`src/rtl/bias_fetch_ctrl_pkg.sv`:
```
// Shared types and constants for the bias fetch path.
package bias_fetch_ctrl_pkg;

  localparam int BIAS_WIDTH     = 32;
  localparam int BIAS_ROM_DEPTH = 256;
  localparam int NUM_COLS       = 4;

  typedef enum logic [1:0] {
    IDLE  = 2'd0,
    FETCH = 2'd1,
    DRAIN = 2'd2,
    HOLD  = 2'd3
  } bias_fetch_state_t;

  typedef logic [NUM_COLS-1:0][BIAS_WIDTH-1:0] bias_vec_t;

endpackage

```
`src/rtl/bias_fetch_ctrl.sv`:
```
// Fetches one group of per-column biases from the bias ROM and presents
// the assembled vector to the requantize stage with a valid/ready handshake.
//
// state | meaning
// ------+--------------------------------------------------------------
// IDLE  | waiting for start; parameters latched and vector cleared on start
// FETCH | one ROM issue per cycle, issue_idx = 0..NUM_COLS-1
// DRAIN | last ROM word lands in the capture stage; vector complete next
// HOLD  | bias_valid high, waiting for bias_ready
module bias_fetch_ctrl
  import bias_fetch_ctrl_pkg::*;
#(
  parameter int WIDTH    = bias_fetch_ctrl_pkg::BIAS_WIDTH,
  parameter int DEPTH    = bias_fetch_ctrl_pkg::BIAS_ROM_DEPTH,
  parameter int NUM_COLS = bias_fetch_ctrl_pkg::NUM_COLS,
  parameter int AW       = $clog2(DEPTH)
) (
  input  logic                            clk,
  input  logic                            reset,
  input  logic                            start,
  input  logic [AW-1:0]                   layer_base,
  input  logic [AW:0]                     ch_group_start,
  input  logic [AW:0]                     num_channels,
  output logic                            rom_read_enable,
  output logic [AW-1:0]                   rom_addr,
  input  logic [WIDTH-1:0]                rom_bias_in,
  output logic [NUM_COLS-1:0][WIDTH-1:0]  bias_out,
  output logic                            bias_valid,
  input  logic                            bias_ready,
  output logic                            busy
);

  localparam int IW = (NUM_COLS > 1) ? $clog2(NUM_COLS) : 1;

  bias_fetch_state_t state;
  logic [IW-1:0]     issue_idx;
  logic [AW-1:0]     base_q;
  logic [AW:0]       grp_q;
  logic [AW:0]       nch_q;

  // One-cycle delay stage matching the ROM read latency.
  logic              cap_valid;
  logic [IW-1:0]     cap_idx;
  logic              cap_active;

  logic [AW+1:0]     ch_sum;
  logic              col_active;
  logic [AW-1:0]     addr_sum;

  // Channel compare is one bit wider than the operands so the sum never wraps;
  // the address sum truncates to AW bits, which wraps at the ROM depth.
  always_comb begin
    ch_sum          = {1'b0, grp_q} + (AW+2)'(issue_idx);
    col_active      = ch_sum < {1'b0, nch_q};
    addr_sum        = base_q + grp_q[AW-1:0] + AW'(issue_idx);
    rom_read_enable = (state == FETCH) && col_active;
    rom_addr        = rom_read_enable ? addr_sum : '0;
    busy            = (state != IDLE);
  end

  // Sequencer, capture stage and output vector.
  always_ff @(posedge clk or posedge reset) begin
    if (reset) begin
      state      <= IDLE;
      issue_idx  <= '0;
      base_q     <= '0;
      grp_q      <= '0;
      nch_q      <= '0;
      cap_valid  <= 1'b0;
      cap_idx    <= '0;
      cap_active <= 1'b0;
      bias_out   <= '0;
      bias_valid <= 1'b0;
    end else begin
      cap_valid <= 1'b0;
      if (cap_valid) begin
        bias_out[cap_idx] <= cap_active ? rom_bias_in : '0;
      end
      case (state)
        IDLE: begin
          if (start) begin
            base_q    <= layer_base;
            grp_q     <= ch_group_start;
            nch_q     <= num_channels;
            bias_out  <= '0;
            issue_idx <= '0;
            state     <= FETCH;
          end
        end
        FETCH: begin
          cap_valid  <= 1'b1;
          cap_idx    <= issue_idx;
          cap_active <= col_active;
          issue_idx  <= issue_idx + 1'b1;
          if (issue_idx == IW'(NUM_COLS - 1)) begin
            state <= DRAIN;
          end
        end
        DRAIN: begin
          bias_valid <= 1'b1;
          state      <= HOLD;
        end
        HOLD: begin
          if (bias_ready) begin
            bias_valid <= 1'b0;
            state      <= IDLE;
          end
        end
        default: state <= IDLE;
      endcase
    end
  end

endmodule
```
`config.mk`:
```
export PLATFORM = sky130hd
export DESIGN_NAME = bias_fetch_ctrl
export DESIGN_NICKNAME = d
export VERILOG_FILES = /design/src/rtl/bias_fetch_ctrl_pkg.sv /design/src/rtl/bias_fetch_ctrl.sv
export SDC_FILE = /design/constraint.sdc
export NUM_CORES = 1
export LEC_CHECK = 0
export ABC_AREA = 1
export BUFFER_PORTS_ARGS = -buffer_cell sky130_fd_sc_hd__buf_2
export CAP_MARGIN = 20
export CORE_MARGIN = 4
export CORE_UTILIZATION = 32
export DETAILED_ROUTE_END_ITERATION = 8
export HOLD_SLACK_MARGIN = 0.1
export SETUP_SLACK_MARGIN = 0.02
export SKIP_CTS_REPAIR_TIMING = 1
export SLEW_MARGIN = 20
export SYNTH_ARGS = -nofsm -noshare
export SYNTH_HDL_FRONTEND = slang
export SYNTH_SLANG_ARGS = --single-unit
```
`constraint.sdc`:
```
create_clock -name clk -period 6.7 [get_ports clk]
set_input_delay 0.67 -clock clk [delete_from_list [all_inputs] [get_ports clk]]
set_output_delay 0.67 -clock clk [all_outputs]
set_load 0.01 [all_outputs]
```
# Word-level counts from Yosys, hierarchy flattened
# Index checks and enable logic that the tools add are counted.
# classes
n_eq_ne	7
n_mul	0
div	0
bitwise_logic	0
addsub	4
shift	0
magnitude_cmp	3
muxes	17
reduce_logical	10
# op_table
cell	n
$mux 128	3
$bwmux 128	1
$demux 32 s2	1
$mux 32	2
$add 9x2->10	1
$lt 10x9->1	1
$add 8x2->8	1
$add 8x8->8	1
$mux 2	4
$mux 8	1
$pmux 2 s4	1
$eq 2x2->1 const B	3
$reduce_and 2->1	3
$reduce_bool 2->1	3
$ne 2x2->1 const B	2
$pmux 2 s2	1
$lt 2x3->1 const B	1
$reduce_and 3->1	1
$add 2x1->2 const B	1
$eq 2x1->1 const B	1
$ge 2x1->1 const B	1
$logic_and 1x1->1	2
$logic_not 2->1	1
$mux 1	2
other kinds (2)	2
# word_totals
inputBits	62
wordCells	54
mem_bits_rw	0
mem_count	0
romBits	0
output_inout_bits	139
regBits	163
latchBits	0

# Logic depth before layout (Yosys ltp)
# depth
ltp_word	8
mapped_depth	17
depth_no_buf	17

# Least setup slack after synthesis
# Ideal clock, no wire load.
# synth_timing
kind	reg2out
start	register issue_idx[0]
end	output port rom_addr[0]
t_arrival_ns	2.438
required_time_ns	6.030
stages_incl_launch_ff	18
path_slack_ns	3.592
cell_sequence	dfrtp_1 -> ha_1 -> inv_1 -> fa_1 -> nor2_1 -> nand2_1 -> xor2_1 -> inv_1 -> ha_1 -> nand2_1 -> inv_1 -> a21oi_1 -> nand2_1 -> nand2_1 -> nand2_1 -> nand2_1 -> nand2_1 -> nor2_1
# synth_between
elab_chain_len	4
elab_cells_between_ends	5
# synth_rtl
item	line_no	rtl
start: declaration	bias_fetch_ctrl.sv:36	logic [IW-1:0] issue_idx;
start signal: assignment	bias_fetch_ctrl.sv:94	issue_idx <= issue_idx + 1'b1;
$add 9x2->10	bias_fetch_ctrl.sv:53	ch_sum = {1'b0, grp_q} + (AW+2)'(issue_idx);
$lt 10x9->1	bias_fetch_ctrl.sv:54	col_active = ch_sum < {1'b0, nch_q};
$logic_and 1x1->1	bias_fetch_ctrl.sv:56	rom_read_enable = (state == FETCH) && col_active;
$mux 8 *	bias_fetch_ctrl.sv:57	rom_addr = rom_read_enable ? addr_sum : '0;
end: declaration	bias_fetch_ctrl.sv:25	output logic [AW-1:0] rom_addr,
# Every way passes the cells marked *; elsewhere a longest branch is shown, timed or not.

# Worst setup path in the final report
# layout_timing
start	register issue_idx[0]
end	output port rom_addr[6]
# Same word-level chain as after synthesis.

==> impl_metrics.json <==
{
  "num_rows": 55,
  "drtIter0Drc": 339,
  "pwr-share-seq": 0.354,
  "ys_top_cells_by_area": "dfrtp_1, nand2_1, a21oi_1",
  "via_per_inst": 4.62,
  "nets": 1072,
  "insertion_delay_ps": 430,
  "hp-class": "input port to asynchronous set/reset pin",
  "intPower_mw": 2.68,
  "grt_max_degree": 102,
  "synthSimpleGateAreaFrac": 0.0949,
  "overflow": 0,
  "seq_area_frac_synth": 0.543,
  "outcome": "finished clean",
  "antenna_found_initial": 0,
  "vdd_drop_max_mv": 0.231,
  "areaGrowthSynthToFinish_pct": 24.3,
  "finalCritPeriodShare": 0.596,
  "slowest_stage": "dfrtp_1",
  "start_kind": "flop",
  "cts_tree": "built",
  "drv_cap": 0,
  "ys.flop_type": "dfrtp_1",
  "worstPathRequired_ps": 6030,
  "initial_core_util": 0.329,
  "cts_htree_levels": 4,
  "grt_pass1_vias": 6149,
  "coreArea_sq_um": 22800,
  "n_antenna_cell": 0,
  "num_io_pins": 201,
  "ys_ff_latch": 163,
  "numCtsBuffers": 17,
  "clkPwrFrac": 0.215,
  "vias": 6029,
  "cts_buffer_depth": 2,
  "yosysMostFrequentCell": "dfrtp_1",
  "path_cells": "ha_1, inv_1, fa_1, nor2_1, nand2_1, xor2_1, inv_1, ha_1, nand2_1, inv_1, a21oi_1, nand2_1, nand2_1, nand2_1, nand2_1, nand2_1, nor2_1, buf_2",
  "dpl.hpwl_um": 13400,
  "yosysTopAreaCell": "dfrtp_1",
  "worstMarginPinSlew_ps": 984,
  "finalMaxSlewViolations": 0,
  "rsz0062_at_grt": "no",
  "fmax_ghz": 0.251,
  "synthXorXnorAreaFrac": 0.0151,
  "leakage_nw": 5.08,
  "synthTopCellsByCount": "dfrtp_1, nand2_1, inv_1",
  "fin_crit_ps": 3990,
  "drcViolationCount": 0,
  "synth_fa_ha_area_frac": 0.0539,
  "synth-compound-area-share": 0.208,
  "fp.dieH_um": 161,
  "cts_root_buf": "clkbuf_16",
  "wl_per_cell_um": 15.5,
  "cts.sinks": 163,
  "synth.net_count": 891,
  "finalSetupViolations": 0,
  "arrival_ps": 3320,
  "crit_path_end_kind": "output port",
  "yosysTopAreaCellShare": 0.543,
  "grt_pass1_wl_um": 33000,
  "ys_async_sr_fraction": 1.00,
  "die-width_um": 161,
  "die_area_sq_um": 26000,
  "syn-mean-instance-area_sq_um": 9.41,
  "hold_viol": 0,
  "max_slew_margin": 0.344,
  "swShare": 0.424,
  "slowest_delay_ps": 460,
  "power_switching_mw": 1.98,
  "cp_max_fo": 10,
  "drive_above_1_share": 0.292,
  "worstSetupPathType": "flop to output port",
  "track_usage": 0.158,
  "power_density_nw_per_um2": 499,
  "whs_ps": 370,
  "synth_enable_flop_cells": 0,
  "final.setup_skew_ps": 14.5,
  "synth_top_family_by_area": "compound AO/OA/AOI/OAI gates",
  "yosys_warnings": 0,
  "place.gp.congestion": 0.765,
  "share_comb_of_total_power": 0.431,
  "clk_pin_slew_worst_paths_ps": 70,
  "firstDrtPassIters": 4,
  "syn_area_sq_um": 7520,
  "drt-total-wl_um": 20300,
  "synthMuxAreaShare": 0.00150,
  "port_buffers": 200,
  "postRouteAntennaNets": 0,
  "synth_cell_types": 29,
  "crit_path_frequent_cell": "nand2_1",
  "synthCells": 799,
  "tns_ps": 0
}
[critical path, delay by kind of cell (launching register included)]
family                     cells  cell delay [ps]
and+or+nand+nor                9              980
adders and majority gates      3              880
DFF                            1              460
buffers and inverters          4              300
xor gates and xnor gates       1              140
AOI/OAI and AO/OA              1              130
[state kept, by name (all words and copies together), names as in the netlist]
| signal | count |
|---|---|
| bias_out | 128 |
| grp_q | 9 |
| nch_q | 9 |
| base_q | 8 |
| cap_idx | 2 |
| issue_idx | 2 |
| state | 2 |
| bias_valid | 1 |
| cap_active | 1 |
| cap_valid | 1 |
[per-stage QoR]
stage,power (mW),worst slack [ps],utilization,area [sq um],std cells
finish,4.66,2710,0.409,9350,1306
global route,5.08,2270,0.409,9350,1306
CTS,4.73,2630,0.409,9350,1306
detailed placement,3.70,3150,0.383,8750,1274
global placement,3.66,3250,0.383,8750,1274
floorplan,2.99,1630,-,7520,799
[routing by layer]
layer | vias to the layer above | wire (um) | track usage
met5 | - | 0 | 0
met4 | 0 | 291 | 0.0473
met3 | 19 | 1190 | 0.0365
met2 | 163 | 9330 | 0.248
met1 | 2854 | 9480 | 0.220
li1 | 2993 | - | -
[worst paths after layout]
check                                         start                     end  slack, ps  cells past startpoint
min                                           reset   bias_out[0]$_DFF_PP0_        370                      2
max reg2reg                issue_idx[0]$_DFFE_PP0P_  cap_active$_DFFE_PP0P_       3870                     17
max                        issue_idx[0]$_DFFE_PP0P_             rom_addr[6]       2710                     18
min reg2reg                  bias_out[97]$_DFF_PP0_  bias_out[97]$_DFF_PP0_        490                      1
min in group clk                      layer_base[7]   base_q[7]$_DFFE_PP0P_        440                      3
max in group asynchronous                     reset  cap_active$_DFFE_PP0P_       4830                      3
[layout by cell type, fill, tap and decap left out]
master and n:
buf_2 200, dfrtp_1 162, nand2_1 122, inv_1 102, a21oi_1 88, o21ai_1 65
o21ai_0 55, nor2_1 36, a21oi_2 28, ha_1 26, clkbuf_16 17, a211oi_1 13
a211oi_2 11, nand3_1 8, buf_4 8, xor2_1 7, inv_6 7, xnor2_1 6
o21a_1 4, fa_1 4, inv_8 4, inv_2 3, nor3_4 3, nand4_1 2
mux2_2 1, nand2_4 1, nand3_2 1, nor3_1 1, a31oi_1 1, o22ai_1 1
dfrtp_2 1, clkinv_8 1, clkinv_2 1, clkinv_4 1, clkbuf_8 1, bufinv_16 1
[cell type report]
class	instances	area, sq um
repair buffers	208	1060
fillers	2314	13500
clock buffers	18	439
clock inverters	14	158
inverters	106	403
flip-flops and latches	163	4080
well taps	313	392
multi-input cells	484	2820
[power groups by stage]
stage	logic (mW)	clock network, mW	registers, mW
after floorplan	1.26	0	1.73
after global placement	2.00	0	1.66
after detailed placement	2.03	0	1.67
after CTS	2.04	1.04	1.65
after global routing	2.30	1.08	1.70
final	2.01	1.00	1.65
[cell families after synthesis]
family | after synthesis
flops | 163
compound gates | 266
buf+inv | 152
simple gates | 174
mux | 1
fa+ha+maj | 30
xor+xnor | 13
Power figures use the tool's default switching activity.
